`config.mk`:
```
export PLATFORM = sky130hd
export DESIGN_NAME = multi_fan_pwm
export DESIGN_NICKNAME = d
export VERILOG_FILES = /design/src/rtl/chs_pkg.sv /design/src/rtl/fan_channel.sv /design/src/rtl/multi_fan_pwm.sv
export SDC_FILE = /design/constraint.sdc
export NUM_CORES = 1
export LEC_CHECK = 0
export BUFFER_PORTS_ARGS = -buffer_cell sky130_fd_sc_hd__buf_2
export CAP_MARGIN = 20
export CORE_ASPECT_RATIO = 0.5
export CORE_UTILIZATION = 45
export DETAILED_ROUTE_END_ITERATION = 8
export PLACE_DENSITY = 0.73
export SYNTH_ARGS = -nofsm -noshare
export SYNTH_HDL_FRONTEND = slang
export SYNTH_SLANG_ARGS = --single-unit
```
`constraint.sdc`:
```
create_clock -name clk -period 2.64 [get_ports clk]
set_input_delay 0.396 -clock clk [delete_from_list [all_inputs] [get_ports clk]]
set_output_delay 0.396 -clock clk [all_outputs]
set_load 0.02 [all_outputs]
```
`src/rtl/chs_pkg.sv`:
```
// Shared constants and types for the cooling/heating system blocks.
// Latency: n/a (declarations only).
// Backpressure: n/a.
package chs_pkg;

  // Default PWM resolution: one period is 2^CHS_WIDTH clock cycles.
  localparam int CHS_WIDTH     = 8;
  // Default largest duty change allowed per channel per PWM period.
  localparam int CHS_RAMP_STEP = 16;

  // Duty / target value at the default resolution.
  typedef logic [CHS_WIDTH-1:0] duty_t;

endpackage

```
`src/rtl/fan_channel.sv`:
```
// One fan channel: target register, period-synchronous duty ramp, PWM compare.
// Latency: pwm_data and ramp_busy are registered, 1 cycle after cnt/duty.
// Backpressure: none; speed strobes are always accepted on the cycle they occur.
module fan_channel #(
  parameter int WIDTH     = 8,
  parameter int RAMP_STEP = 16
) (
  input  logic             clk,
  input  logic             arst,
  input  logic [WIDTH-1:0] cnt,
  input  logic             period_tick,
  input  logic [WIDTH-1:0] speed,
  input  logic             speed_valid,
  input  logic             en,
  output logic             pwm_data,
  output logic             ramp_busy
);

  // Step held one bit wider than duty so the ramp arithmetic never wraps.
  localparam logic [WIDTH:0] STEP = (WIDTH+1)'(RAMP_STEP);

  logic [WIDTH-1:0] target;
  logic [WIDTH-1:0] duty;
  logic [WIDTH-1:0] duty_nxt;
  logic [WIDTH:0]   up_sum;
  logic [WIDTH:0]   dn_lim;

  assign up_sum = {1'b0, duty} + STEP;
  assign dn_lim = {1'b0, target} + STEP;

  // Next duty: forced to 0 when disabled, otherwise one clamped step toward target at period end.
  always_comb begin
    duty_nxt = duty;
    if (!en) begin
      duty_nxt = '0;
    end else if (period_tick) begin
      if (target > duty) begin
        duty_nxt = (up_sum > {1'b0, target}) ? target : up_sum[WIDTH-1:0];
      end else if (target < duty) begin
        // duty >= target+STEP guarantees duty-STEP cannot underflow.
        duty_nxt = ({1'b0, duty} < dn_lim) ? target : (duty - STEP[WIDTH-1:0]);
      end
    end
  end

  // Target capture, duty update and registered PWM/busy outputs.
  always_ff @(posedge clk or negedge arst) begin
    if (!arst) begin
      target    <= '0;
      duty      <= '0;
      pwm_data  <= 1'b0;
      ramp_busy <= 1'b0;
    end else begin
      if (speed_valid) begin
        target <= speed;
      end
      duty      <= duty_nxt;
      pwm_data  <= en && (cnt < duty);
      ramp_busy <= en && (duty != target);
    end
  end

endmodule

```
`src/rtl/multi_fan_pwm.sv`:
```
// Multi-channel fan PWM with shared period counter and per-channel duty ramping.
// Latency: pwm_data/ramp_busy registered (1 cycle); duty moves only at period_tick.
// Backpressure: none; all per-channel strobes are honoured in the cycle they arrive.
module multi_fan_pwm
  import chs_pkg::*;
#(
  parameter int NCH       = 4,
  parameter int WIDTH     = CHS_WIDTH,
  parameter int RAMP_STEP = CHS_RAMP_STEP
) (
  input  logic                 clk,
  input  logic                 arst,
  input  logic [NCH*WIDTH-1:0] speed,
  input  logic [NCH-1:0]       speed_valid,
  input  logic [NCH-1:0]       en,
  output logic [NCH-1:0]       pwm_data,
  output logic [NCH-1:0]       ramp_busy,
  output logic                 period_tick
);

  logic [WIDTH-1:0] cnt;

  // Free-running period counter shared by every channel; wraps naturally at 2^WIDTH.
  always_ff @(posedge clk or negedge arst) begin
    if (!arst) begin
      cnt <= '0;
    end else begin
      cnt <= cnt + 1'b1;
    end
  end

  // Last cycle of the period; decoded from cnt so it is 0 whenever cnt is held in reset.
  assign period_tick = &cnt;

  for (genvar i = 0; i < NCH; i++) begin : g_ch
    fan_channel #(
      .WIDTH     (WIDTH),
      .RAMP_STEP (RAMP_STEP)
    ) u_ch (
      .clk         (clk),
      .arst        (arst),
      .cnt         (cnt),
      .period_tick (period_tick),
      .speed       (speed[i*WIDTH +: WIDTH]),
      .speed_valid (speed_valid[i]),
      .en          (en[i]),
      .pwm_data    (pwm_data[i]),
      .ramp_busy   (ramp_busy[i])
    );
  end

endmodule

```
==> metrics.log <==
[metrics] result of the run: finished, violations left
[metrics] failing checks: setup timing
[metrics] Final Net Count: about 1000
[metrics] post-synthesis xor/xnor area fraction: 3.99%
[metrics] cell type group with the largest total delay on the critical path: compound AO/OA/AOI/OAI gates
[metrics] CTS H-tree depth: 3
[metrics] M1 GR Usage: 27.4%
[metrics] residual DRC count: 0
[metrics] synthesis-to-layout area growth: 22.7%
[metrics] Post-DP Area: 7310 µm²
[metrics] detailed placement HPWL: 11800 µm
[metrics] buffers from clock root to sink, at most: 2
[metrics] combined area of the multi-input logic cells: around 4500 µm²
[metrics] GRT overflow: 0
[metrics] global-route wire length before repair: 26300 µm
[metrics] arrival time reported for the critical path endpoint: ~3.0 ns
[metrics] WL/cell: 16.1 µm
[metrics] fraction of the yosys area taken by sequential cells: a little under a third
[metrics] count of port buffers added during placement: 50
[metrics] horizontal extent of the die: 173 µm
[metrics] overall via count from detail_route: 5640
[metrics] average via count per standard cell: 5.57
[metrics] worst setup skew after layout: 0.00706 ns
[metrics] element type at the critical path start: register
[metrics] Slew Limit Fails: 0
[metrics] Final Critical Period: 2.74 ns
[metrics] delay of the slowest cell on the worst path: between 0.4 and 0.5 ns
[metrics] Most Crowded Layer GR: met2
[metrics] internal power: 2.38 mW
[metrics] power spent charging and discharging nets: 0.961 mW
[metrics] worst hold path class: input pin to asynchronous set/reset pin
[metrics] synthesized flop and latch total: 80
[metrics] top cells by area in the synthesized netlist: dfrtp_1 30%, ha_1 23%, inv_1 4.5%, a21o_1 4.2%, o21ai_0 3.7%
[metrics] gate count of the mapped netlist: 715
[metrics] number of standard-cell rows in the floorplan: 30
[metrics] cell area power density: 413 nW/µm²
[metrics] required time at the worst-slack endpoint: 2.87 ns
[metrics] maximum vdd ir drop: between 0.2 and 0.25 mV
[metrics] Setup TNS Final: -0.374 ns
[metrics] cts-stage hold buffer count: 0
[metrics] leakage power: roughly 4.0 nW
[metrics] final weighted congestion in routability-driven placement: 0.961
[metrics] synthesized area per cell: 9.20 µm²
[metrics] Worst Path Buf+Inv: 0
[metrics] Clock Power Share: about two fifths
[metrics] Yosys warning count: 0
[metrics] ordered cell list for the critical path: ha_4 -> xor2_2 -> ha_1 -> a21o_1 -> a21o_1 -> or3_4 -> o22ai_4 -> mux2_4 -> nor2_1 -> o41ai_1
[metrics] vertical extent of the die: 87.5 µm
[metrics] most numerous cell on the critical path: a21o_1
[metrics] vias in the first global route: roughly 5700
[metrics] residual antenna-violating net count after detailed routing: 0
[metrics] share of the synthesized area in the top cell type: around 30%
[metrics] cell with the largest stage delay on the worst path: dfrtp_1
[metrics] Critical Path Sink Type: register
[metrics] antenna violations before repair: 0
[metrics] initial drt markers: 295
[metrics] fill cell instance count of the final layout: 1173
[metrics] total wire length after detailed routing: roughly 16000 µm
[metrics] final hold vios: 0
[metrics] met2 usage in global routing: between 30% and 40%
[metrics] post-synthesis mux area share: 4.72%
[metrics] leading area contributor after synthesis: dfrtp_1
[metrics] worst path setup slack after routing: -0.102 ns
[metrics] number of clock buffers inserted by TritonCTS: 9
[metrics] number of sinks on the clock net: 80
[metrics] Compound-Gate Fraction of Synth Area: approximately a fifth
[metrics] dominant register cell in the synthesized netlist: dfrtp_1
[metrics] GRT Util Overall: between 20% and 30%
[metrics] Die Area: 15100 µm²
[metrics] number of enable-type register cells in the synthesized netlist: 0
[metrics] adder-cell share of the synthesized area: 23.0%
[metrics] Clock transition at path regs: 0.06 ns
[metrics] pre-CTS worst setup slack: -0.0721 ns
[metrics] Mapped Nets: 878
[metrics] kind of critical path: register to register
[metrics] Register Area: 2010 µm²
[metrics] sw frac: 28.8%
[metrics] largest net degree at the start of global routing: 42
[metrics] Ports: 51
[metrics] clock insertion delay at the later pin of the skew report: 0.34 ns
[metrics] final instance area: 8070 µm²
[metrics] RSZ-0062 raised after global routing: yes
[metrics] buffer type at the clock tree root: clkbuf_16
[metrics] number of distinct library cells after synthesis: 50
[metrics] TritonCTS clock tree: yes
[metrics] global-route met3 utilization: around 4.4%
[metrics] period utilization: 104%
[metrics] FFs w/ async S/R, synth: 100%
[metrics] setup violators final: 8
[metrics] floorplan core area: between 10000 and 15000 µm²
[metrics] slew at the pin with the worst max-slew slack: 0.566 ns
[metrics] Relative slew margins: around 62%
[metrics] Simple-Gate Fraction of Synth Area: 12.8%
[metrics] fraction of final layout cells with drive strength greater than 1: 23.5%
[metrics] main combinational cell family by area after synthesis: adder cells
[metrics] TritonRoute pass-1 iters: 5
[metrics] sequential cell fraction of total power: 39.8%
[metrics] initial core utilization: 47.4%
[metrics] Comb power frac: 21.3%
[metrics] area of the mapped netlist: 6580 µm²
[metrics] Antenna diodes: 0
[metrics] Min Hold Slack: approximately 0.037 ns
[metrics] max-capacitance violation count: 0
[metrics] top achievable clock speed: 365 MHz
[metrics] biggest fanout along the worst timing path: 4
state kept, by name (all words and copies together) (netlist names):
| register | flops |
|---|---|
| cnt | 8 |
| g_ch.u_ch.duty | 32 |
| g_ch.u_ch.pwm_data | 4 |
| g_ch.u_ch.ramp_busy | 4 |
| g_ch.u_ch.target | 32 |
Yosys cell counts, drive strengths merged (8+ instances only):
library cell	instances
mux2	10
nor3	8
ha	121
o211ai	14
mux2i	19
dfrtp	80
o21ai	49
clkbuf	11
a21o	37
buf	8
xnor2	21
o41ai	9
nor2	16
xor2	9
a31oi	9
a21oi	38
nand2	63
inv	78
and3	16
nand3	30
final cells by class:
| type | count | share of cell area (%) |
|---|---|---|
| clock buffers | 13 | 3.23 |
| well taps | 192 | 2.98 |
| inverters | 78 | 3.63 |
| multi-input cells | 539 | 56.1 |
| flip-flops and latches | 80 | 24.9 |
| clock inverters | 2 | 0.481 |
| repair buffers | 108 | 8.67 |
routing by layer:
layer  wire (µm)  vias to the layer above
li1            -                     2751
met1        7590                     2722
met2        7650                      144
met3         796                       23
met4         225                        0
met5           0                        -
logic make-up after synthesis:
logic type      Yosys count
compound gates          189
simple gates            169
fa+ha+maj               121
buf+inv                  97
flops                    80
xor+xnor                 30
mux                      29
power by group through the flow:
stage / registers [mW] / clock network, mW / logic (mW)
after detailed placement: 1.35 / 0 / 0.603
after global placement: 1.35 / 0 / 0.585
after global routing: 1.33 / 1.37 / 0.790
after floorplan: 1.33 / 0 / 0.396
after CTS: 1.32 / 1.32 / 0.626
final: 1.33 / 1.30 / 0.712
final timing paths:
kind,cells past startpoint,endpoint,start,slack [ns]
max,10,g_ch[0].u_ch.duty[5]$_DFFE_PN0P_,g_ch[0].u_ch.duty[5]$_DFFE_PN0P_,-0.10
min,1,g_ch[2].u_ch.duty[0]$_DFFE_PN0P_,arst,0.04
max reg2reg,10,g_ch[0].u_ch.duty[5]$_DFFE_PN0P_,g_ch[0].u_ch.duty[5]$_DFFE_PN0P_,-0.10
min reg2reg,1,cnt[1]$_DFF_PN0_,cnt[1]$_DFF_PN0_,0.50
max in group asynchronous,2,g_ch[0].u_ch.target[6]$_DFFE_PN0P_,arst,1.85
min in group clk,3,g_ch[1].u_ch.target[7]$_DFFE_PN0P_,speed[15],0.25
repair_timing:
item / 4_1_cts / 5_1_grt
endpoints found under the hold margin: 0 / 0
gates resized for setup: 13 / 64
pin swaps: 2 / 31
setup buffers: 0 / 12
endpoints found under the setup margin: 21 / 31
gates cloned: 0 / 1
placed cells by master, fill, tap and decap left out, types with 14 or more instances in the layout:
cell	Yosys	routed
buf_2	0	49
o211ai_1	14	14
and3_1	16	14
a21oi_1	37	31
o21ai_0	49	45
xnor2_1	21	16
mux2i_1	19	19
a21o_1	37	37
nand2_1	63	62
dfrtp_1	80	72
buf_4	8	56
ha_1	121	113
inv_1	78	78
nand3_1	30	28
nor2_1	15	15
per-stage QoR:
stage	utilization (%)	std cells	total power, mW
CTS	55.2	999	3.27
global route	58.1	1012	3.49
global placement	52.7	984	1.93
finish	58.1	1012	3.34
detailed placement	52.7	984	1.95
floorplan	-	715	1.73
Power figures use the tool's default switching activity.
